### config.mk
export PLATFORM = sky130hd
export DESIGN_NAME = env_sweep_scheduler
export DESIGN_NICKNAME = d
export VERILOG_FILES = /design/src/rtl/env_sweep_scheduler_pkg.sv /design/src/rtl/env_sweep_scheduler_edge_sync.sv /design/src/rtl/env_sweep_scheduler.sv
export SDC_FILE = /design/constraint.sdc
export NUM_CORES = 1
export LEC_CHECK = 0
export CORE_UTILIZATION = 35
export DETAILED_ROUTE_END_ITERATION = 8
export MAX_ROUTING_LAYER = met4
export PLACE_DENSITY = 0.68
export SLEW_MARGIN = 15
export SYNTH_ARGS = -nofsm -noshare
export SYNTH_HDL_FRONTEND = slang
export SYNTH_HIERARCHICAL = 1
export SYNTH_SLANG_ARGS = --single-unit
### constraint.sdc
create_clock -name newLocClock -period 2.7 [get_ports newLocClock]
set_input_delay 0.405 -clock newLocClock [delete_from_list [all_inputs] [get_ports newLocClock]]
set_output_delay 0.405 -clock newLocClock [all_outputs]
set_load 0.01 [all_outputs]
### src/rtl/env_sweep_scheduler_pkg.sv
// Shared constants and state type for the environment sweep scheduler.
// Defaults describe the 160x120 cell grid (640x480 render >> 2).
package env_sweep_scheduler_pkg;

  localparam int GRID_W_DEF   = 160;
  localparam int GRID_H_DEF   = 120;
  localparam int X_BITS_DEF   = 8;
  localparam int Y_BITS_DEF   = 7;
  localparam int SETTLE_DEF   = 2;
  localparam int MISS_BITS_DEF = 8;
  // settle counter is sized for the largest legal settle period (15)
  localparam int CNT_BITS     = 4;

  typedef enum logic [2:0] {
    IDLE,
    SETTLE,
    WRITE,
    STALL,
    DONE
  } sweep_state_t;

endpackage

### src/rtl/env_sweep_scheduler_edge_sync.sv
// Two-flop synchroniser with optional rising-edge detect.
// Ports:
//   i_clk  - block clock
//   i_rst  - synchronous active-high reset, clears all flops
//   i_d    - asynchronous level input
//   o_sync - synchronised level
//   o_rise - one-cycle pulse on a synchronised 0->1 (0 when EDGE_DET=0)
module env_sweep_scheduler_edge_sync #(
  parameter bit EDGE_DET = 1'b1
) (
  input  logic i_clk,
  input  logic i_rst,
  input  logic i_d,
  output logic o_sync,
  output logic o_rise
);

  logic r_meta;
  logic r_sync;

  always_ff @(posedge i_clk) begin
    if (i_rst) begin
      r_meta <= 1'b0;
      r_sync <= 1'b0;
    end else begin
      r_meta <= i_d;
      r_sync <= r_meta;
    end
  end

  assign o_sync = r_sync;

  generate
    if (EDGE_DET) begin : g_edge
      logic r_sync_d;
      always_ff @(posedge i_clk) begin
        if (i_rst) r_sync_d <= 1'b0;
        else       r_sync_d <= r_sync;
      end
      assign o_rise = r_sync & ~r_sync_d;
    end else begin : g_level
      assign o_rise = 1'b0;
    end
  endgenerate

endmodule

### src/rtl/env_sweep_scheduler.sv
// Per-generation environment sweep: on each game tick, walks the write
// location over every grid cell in raster order, holds each address for
// SETTLE_CYCLES, then strobes write_flag for one cycle.
// Ports:
//   newLocClock  - block clock
//   RESET_SIM    - synchronous active-high reset
//   RUN          - simulation running; low aborts to IDLE
//   game_clk     - slow tick level; rising edge starts a sweep
//   KEY_PAUSE    - active-low pause button (raw)
//   writeLoc_x/y - current cell address
//   write_flag   - one-cycle commit strobe for the current cell
//   hold_locs    - constant 1: location counters never free-run
//   busy         - sweep in progress (including the DONE cycle)
//   sweep_done   - one-cycle pulse after the last cell is written
//   missed_ticks - saturating count of ticks seen outside IDLE
module env_sweep_scheduler
  import env_sweep_scheduler_pkg::*;
#(
  parameter int GRID_W        = GRID_W_DEF,
  parameter int GRID_H        = GRID_H_DEF,
  parameter int X_BITS        = X_BITS_DEF,
  parameter int Y_BITS        = Y_BITS_DEF,
  parameter int SETTLE_CYCLES = SETTLE_DEF,
  parameter int MISS_BITS     = MISS_BITS_DEF
) (
  input  logic                 newLocClock,
  input  logic                 RESET_SIM,
  input  logic                 RUN,
  input  logic                 game_clk,
  input  logic                 KEY_PAUSE,
  output logic [X_BITS-1:0]    writeLoc_x,
  output logic [Y_BITS-1:0]    writeLoc_y,
  output logic                 write_flag,
  output logic                 hold_locs,
  output logic                 busy,
  output logic                 sweep_done,
  output logic [MISS_BITS-1:0] missed_ticks
);

  sweep_state_t          r_state, w_state_nxt;
  logic [CNT_BITS-1:0]   r_cnt, w_cnt_nxt;
  logic [X_BITS-1:0]     r_x, w_x_nxt;
  logic [Y_BITS-1:0]     r_y, w_y_nxt;
  logic                  r_write, r_busy, r_done;
  logic [MISS_BITS-1:0]  r_missed;

  logic w_tick, w_game_sync_unused;
  logic w_pause_sync, w_pause_rise_unused;
  logic w_paused, w_last;

  env_sweep_scheduler_edge_sync #(.EDGE_DET(1'b1)) u_tick_sync (
    .i_clk  (newLocClock),
    .i_rst  (RESET_SIM),
    .i_d    (game_clk),
    .o_sync (w_game_sync_unused),
    .o_rise (w_tick)
  );

  env_sweep_scheduler_edge_sync #(.EDGE_DET(1'b0)) u_pause_sync (
    .i_clk  (newLocClock),
    .i_rst  (RESET_SIM),
    .i_d    (KEY_PAUSE),
    .o_sync (w_pause_sync),
    .o_rise (w_pause_rise_unused)
  );

  // synchroniser clears to 0, so the block reads as paused until the
  // released button has propagated after reset
  assign w_paused = ~w_pause_sync;
  assign w_last   = (r_x == X_BITS'(GRID_W - 1)) && (r_y == Y_BITS'(GRID_H - 1));

  always_comb begin
    w_state_nxt = r_state;
    w_cnt_nxt   = r_cnt;
    w_x_nxt     = r_x;
    w_y_nxt     = r_y;
    if (!RUN) begin
      // abort: no write, no done pulse, address back to origin
      w_state_nxt = IDLE;
      w_cnt_nxt   = '0;
      w_x_nxt     = '0;
      w_y_nxt     = '0;
    end else begin
      case (r_state)
        IDLE: begin
          w_x_nxt = '0;
          w_y_nxt = '0;
          if (w_tick && !w_paused) begin
            w_state_nxt = SETTLE;
            w_cnt_nxt   = '0;
          end
        end
        SETTLE: begin
          if (r_cnt == CNT_BITS'(SETTLE_CYCLES - 1)) w_state_nxt = WRITE;
          else                                       w_cnt_nxt   = r_cnt + 1'b1;
        end
        WRITE: begin
          if (w_last) begin
            w_state_nxt = DONE;
            w_x_nxt     = '0;
            w_y_nxt     = '0;
          end else begin
            if (r_x == X_BITS'(GRID_W - 1)) begin
              w_x_nxt = '0;
              w_y_nxt = r_y + 1'b1;
            end else begin
              w_x_nxt = r_x + 1'b1;
            end
            // pause is honoured only between cells so a write is never split
            if (w_paused) begin
              w_state_nxt = STALL;
            end else begin
              w_state_nxt = SETTLE;
              w_cnt_nxt   = '0;
            end
          end
        end
        STALL: begin
          if (!w_paused) begin
            w_state_nxt = SETTLE;
            w_cnt_nxt   = '0;
          end
        end
        DONE: begin
          w_state_nxt = IDLE;
          w_x_nxt     = '0;
          w_y_nxt     = '0;
        end
        default: w_state_nxt = IDLE;
      endcase
    end
  end

  // status outputs are registered from the next state so they line up
  // exactly with the state they describe
  always_ff @(posedge newLocClock) begin
    if (RESET_SIM) begin
      r_state  <= IDLE;
      r_cnt    <= '0;
      r_x      <= '0;
      r_y      <= '0;
      r_write  <= 1'b0;
      r_busy   <= 1'b0;
      r_done   <= 1'b0;
      r_missed <= '0;
    end else begin
      r_state <= w_state_nxt;
      r_cnt   <= w_cnt_nxt;
      r_x     <= w_x_nxt;
      r_y     <= w_y_nxt;
      r_write <= (w_state_nxt == WRITE);
      r_busy  <= (w_state_nxt != IDLE);
      r_done  <= (w_state_nxt == DONE);
      if (w_tick && (r_state != IDLE) && (r_missed != '1))
        r_missed <= r_missed + 1'b1;
    end
  end

  assign writeLoc_x   = r_x;
  assign writeLoc_y   = r_y;
  assign write_flag   = r_write;
  assign hold_locs    = 1'b1;
  assign busy         = r_busy;
  assign sweep_done   = r_done;
  assign missed_ticks = r_missed;

endmodule

==> results of run 1 <==
-- routing by layer --
layer	vias to the layer above	part of all wire [%]	GRT usage [%]
li1	790	-	-
met1	724	49	19.0
met2	22	46	23.1
met3	6	3.0	3.73
met4	0	1.8	6.97
met5	-	0	-
-- final timing paths --
check	startpoint	depth (start not counted)	slack, ns	endpoint
setup / recovery	writeLoc_x[0]	6	0.71	writeLoc_y[4]
hold / removal	u_pause_sync/r_meta	1	0.44	u_pause_sync/o_sync
setup reg to reg	writeLoc_x[0]	6	0.71	writeLoc_y[4]
hold reg to reg	u_pause_sync/r_meta	1	0.44	u_pause_sync/o_sync
-- final cells by class --
class                           count  area [um2]
Fill cell                         484        2560
Multi-Input combinational cell    154         948
Sequential cell                    38         761
Timing Repair Buffer               32         315
Tap cell                           67        83.8
Clock buffer                        5        68.8
Clock inverter                      3        40.0
Inverter                            3        11.3
-- power by group through the flow --
stage                     Combinational (uW)  Clock (uW)  Sequential, uW
final                                   24.5         472             565
after global routing                    27.0         513             565
after CTS                               24.9         489             564
after detailed placement                24.6           0             578
after global placement                  24.5           0             578
after floorplan                         14.2           0             577
-- stage by stage --
step	worst slack [ns]	hold slack, ns	instance area, um2
after floorplan	0.842	0.414	1760
after global routing	0.562	0.462	2230
after CTS	0.704	0.443	2230
final	0.713	0.439	2230
after global placement	0.761	0.422	2120
after detailed placement	0.728	0.424	2120
-- registers in the layout, summed over array words and instances (netlist names) --
name,flops
busy,1
missed_ticks,8
r_cnt,4
r_state,3
sweep_done,1
u_pause_sync/o_sync,1
u_pause_sync/r_meta,1
u_tick_sync/g_edge.r_sync_d,1
u_tick_sync/o_sync,1
u_tick_sync/r_meta,1
writeLoc_x,8
writeLoc_y,7
write_flag,1
-- worst max-delay path, delay by kind of cell (launching register included) --
kind | cells | cell delay, ns
AO/OA/AOI/OAI | 2 | 0.59
adder cells (fa/ha/maj) | 1 | 0.29
flip-flops | 1 | 0.44
AND/OR/NAND/NOR | 3 | 0.60
==> reports/metrics.cfg, run 1 <==
[global_routing]
grt_usage_pct = 15.2
grt_pass1_wl_um = 6110
antenna_found_initial = 0
grt_max_degree = 20
grt_pass1_vias = 1361
overflow = 0

[clocking]
holdBufCountCts = 0
cts_setup_buffers = 0
ctsRootBufferMaster = clkbuf_8
cts_resized = 0
insertion_delay_ns = 0.29
cts_tree = built
htreeDepth = 2
cts_buffers = 5
clkTransAtPathRegs_ns = 0.08
cts.sinks = 38
clk_path_buf_depth = 2

[die]
die_area_um2 = 5300
die_x_um = 72.8
pin_count = 32
core_um2 = 4790
die_y_um = 72.8
placementRows = 25
initial_core_util_pct = 36.7

[cells_and_area]
nets = 244
num_antenna_cells = 0
stdcell_count = 302
fin_util_pct = 46.6
drive_gt1_share_pct = 7.66
syn_to_final_growth_pct = 26.9
final_common_cell = dfxtp_1
mostFrequentLayoutCells = dfxtp_1 (38), clkdlybuf4s50_1 (30), nor2_1 (23), nand2_1 (18), nand3_1 (16)

[worst_setup_path]
end_kind = register
worst_setup_path_start_kind = register
cp_cell_sequence = ha_1 -> nand3_2 -> o41a_1 -> nand2b_4 -> or3_1 -> a21oi_1
cp.required_ns = 2.92
critPathMaxStageDelay_ns = 0.45
arrival_ns = 2.20
worstSetupPathType = reg -> reg
cp_slowest_cell = o41a_1
crit_path_max_fanout = 7

[timing]
finalCriticalPeriod_ns = 1.99
fmax_mhz = 503
setup_viol = 0
skew_ns = 0.00968
rsz0062_at_grt = false
finalHoldViolations = 0
drv_slew = 0
fin_setup_tns_ns = 0
finalCritPeriodShare_pct = 73.6

[yosys]
syn-num-nets = 213
synthCells = 203
ys_warn_count = 6
syn_avg_cell_area_um2 = 8.65
synth_area_um2 = 1760

[routing]
vias_per_cell = 5.11
drc = 0
drtIter0Drc = 98
dr.pass1.iters = 4
ant_nets = 0
wl_um = 3610
vias = 1542
wl_per_cell_um = 11.9

[power_and_ir_drop]
leakage_uw = 0.000713
comb_power_share_pct = 2.3
p_sw_share_pct = 20.2
clkPwrFrac_pct = 44.5
p_per_area_nw_per_um2 = 476
seq_power_share_pct = 53.2
finalPower_uw = 1060
internal_power_uw = 847
p_sw_uw = 214
ir_drop_mv = 0.241

[place]
numPortBuffers = 30
place_inst = 294
place_hpwl_um = 2590
place_congestion = 0.793

[outcome]
status = finished clean

[worst_hold_path]
holdCritPathClass = reg -> reg

[job]
max_cap_violations = 0

(Power assumes the default switching activity.)
==> inputs of run 2 (changes only) <==
==> constraint.sdc (replaced) <==
create_clock -name newLocClock -period 1.9 [get_ports newLocClock]
set_input_delay 0.285 -clock newLocClock [delete_from_list [all_inputs] [get_ports newLocClock]]
set_output_delay 0.285 -clock newLocClock [all_outputs]
set_load 0.01 [all_outputs]
==> run 2 against run 1 <==
  * Global-route usage grew 1.1 points
  * First-iteration DRC count grew 35%
  * Critical path depth shrank 1
  * Combinational power grew 41%
  * Worst hold slack gained 0.0050 ns
  * Sequential power grew 42%
  * Maximum frequency grew 11%
  * Clock power grew 20%
  * Wire length grew 0.78%
==> reports/metrics.cfg, run 2 (synthesis gave the netlist of run 1 again) <==
[clocking]
holdBufCountCts = 0  ; unchanged
cts_buffers = 5  ; unchanged
cts_tree = built
ctsRootBufferMaster = clkbuf_8
cts_setup_buffers = 0  ; unchanged
clkTransAtPathRegs_ns = 0.08  ; about the same
clk_path_buf_depth = 2  ; unchanged
cts.sinks = 38  ; unchanged
htreeDepth = 2  ; unchanged
cts_resized = 0  ; unchanged
insertion_delay_ns = 0.29  ; about the same

[cells_and_area]
fill_cells = 472  ; -2.5%
syn_to_final_growth_pct = 28.9
drive_gt1_share_pct = 9.92  ; +2.3 points
mostFrequentLayoutCells = dfxtp_1 (38), clkdlybuf4s50_1 (30), nor2_1 (23), nand2_1 (18), nand3_1 (16)
nets = 251  ; +2.9%
stdcell_count = 309  ; +2.3%
fin_area_um2 = 2260  ; +1.6%
final_common_cell = dfxtp_1
num_antenna_cells = 0  ; unchanged

[timing]
finalHoldViolations = 0  ; unchanged
fin_hold_ws_ns = 0.444  ; +0.00503 ns
fin_setup_tns_ns = 0  ; unchanged
finalCritPeriodShare_pct = 94.0  ; +20 points
setup_viol = 0  ; unchanged
skew_ns = 0.00868  ; -0.00100 ns
fmax_mhz = 560  ; +11%
rsz0062_at_grt = false
drv_slew = 0  ; unchanged
finalCriticalPeriod_ns = 1.79  ; -0.202 ns

[routing]
vias = 1531  ; -0.71%
wl_met2_um = 1650  ; -1.0%
drtIter0Drc = 132  ; +35%
ant_nets = 0  ; unchanged
vias_per_cell = 4.95  ; -3.0%
dr.pass1.iters = 4  ; unchanged
highest_layer = met4
drt-met1-wl_um = 1830  ; +3.6%
wl_um = 3630  ; +0.78%
wl_per_cell_um = 11.8  ; -1.5%
drc = 0  ; unchanged
dr_wl_met3_um = 100  ; -7.4%

[worst_setup_path]
cp.required_ns = 2.12  ; -0.80 ns
r2r_slack_ns = 0.11  ; -0.60 ns
crit_path_max_fanout = 6  ; -1
arrival_ns = 2.00  ; -0.20 ns
worstSetupPathType = reg -> reg
end_kind = register
worst_setup_path_start_kind = register

[global_routing]
grt_max_degree = 20  ; unchanged
grt_pass1_vias = 1411  ; +3.7%
grt_pass1_wl_um = 6420  ; +5.1%
grt_usage_pct = 16.3  ; +1.1 points
antenna_found_initial = 0  ; unchanged
overflow = 0  ; unchanged

[outcome]
status = finished clean

[job]
max_cap_violations = 0  ; unchanged

[power_and_ir_drop]
leakage_uw = 0.000740  ; +3.8%
p_per_area_nw_per_um2 = 620  ; +30%
finalPower_uw = 1400  ; +32%
ir_drop_mv = 0.268  ; +11%

[die]
die_x_um = 72.8  ; unchanged
die_area_um2 = 5300  ; unchanged
core_um2 = 4790  ; unchanged
placementRows = 25  ; unchanged
pin_count = 32  ; unchanged
initial_core_util_pct = 36.7  ; unchanged
die_y_um = 72.8  ; unchanged

[place]
place_congestion = 0.789  ; -0.53%
numPortBuffers = 30  ; unchanged
place_inst = 301  ; +2.4%
place_hpwl_um = 2610  ; +0.87%
placed_cell_area_um2 = 2170  ; +2.5%

[worst_hold_path]
holdCritPathClass = reg -> reg

[run 2: cell types whose count changed in the layout (fill, tap and decap cells not counted)]
cell       before  now
buf_4           2    9
bufinv_16       1    0
clkbuf_1        0    1
clkbuf_8        5    6
clkinv_2        2    1
[run 2: metrics by stage]
stage / util [%] / worst slack (ns)
2_1_floorplan: - / 0.0419
5_1_grt: 47.3 / 0.0146
6_report: 47.3 / 0.115
4_1_cts: 47.3 / 0.0955
3_5_place_dp: 45.4 / 0.159
3_3_place_gp: 45.4 / 0.196
[run 2: final cells by class]
type	count	area [um2]	share of cell area [%]
multi-input combinational	154	948	41.9
sequential	38	761	33.6
timing repair buffer	39	368	16.3
clock buffer	7	86.3	3.81
tap	67	83.8	3.70
inverter	3	11.3	0.498
clock inverter	1	5.00	0.221
[run 2: metal layers]
metal,vias to the layer above,GRT usage (%)
met5,-,-
met4,0,7.19
met3,5,4.56
met2,31,24.2
met1,692,20.5
li1,803,-
[run 2: path summary, 6_finish.rpt]
check,start,endpoint,cells past startpoint
worst max register to register,writeLoc_x[6],writeLoc_y[4],5
worst min-delay path,u_tick_sync/r_meta,u_tick_sync/o_sync,1
worst min register to register,u_tick_sync/r_meta,u_tick_sync/o_sync,1
worst max-delay path,writeLoc_x[6],writeLoc_y[4],5
[run 2: power breakdown]
group	internal, uW	switching (uW)
logic	16.2	18.4
clock network	293	273
registers	801	1.77
total	1110	294
[run 2: critical path: stages, from the launching register on]
cell,delay [ns]
dfxtp_1,0.37
nand4bb_1,0.27
o41a_1,0.46
nand2b_4,0.17
or3_1,0.30
a21oi_1,0.14
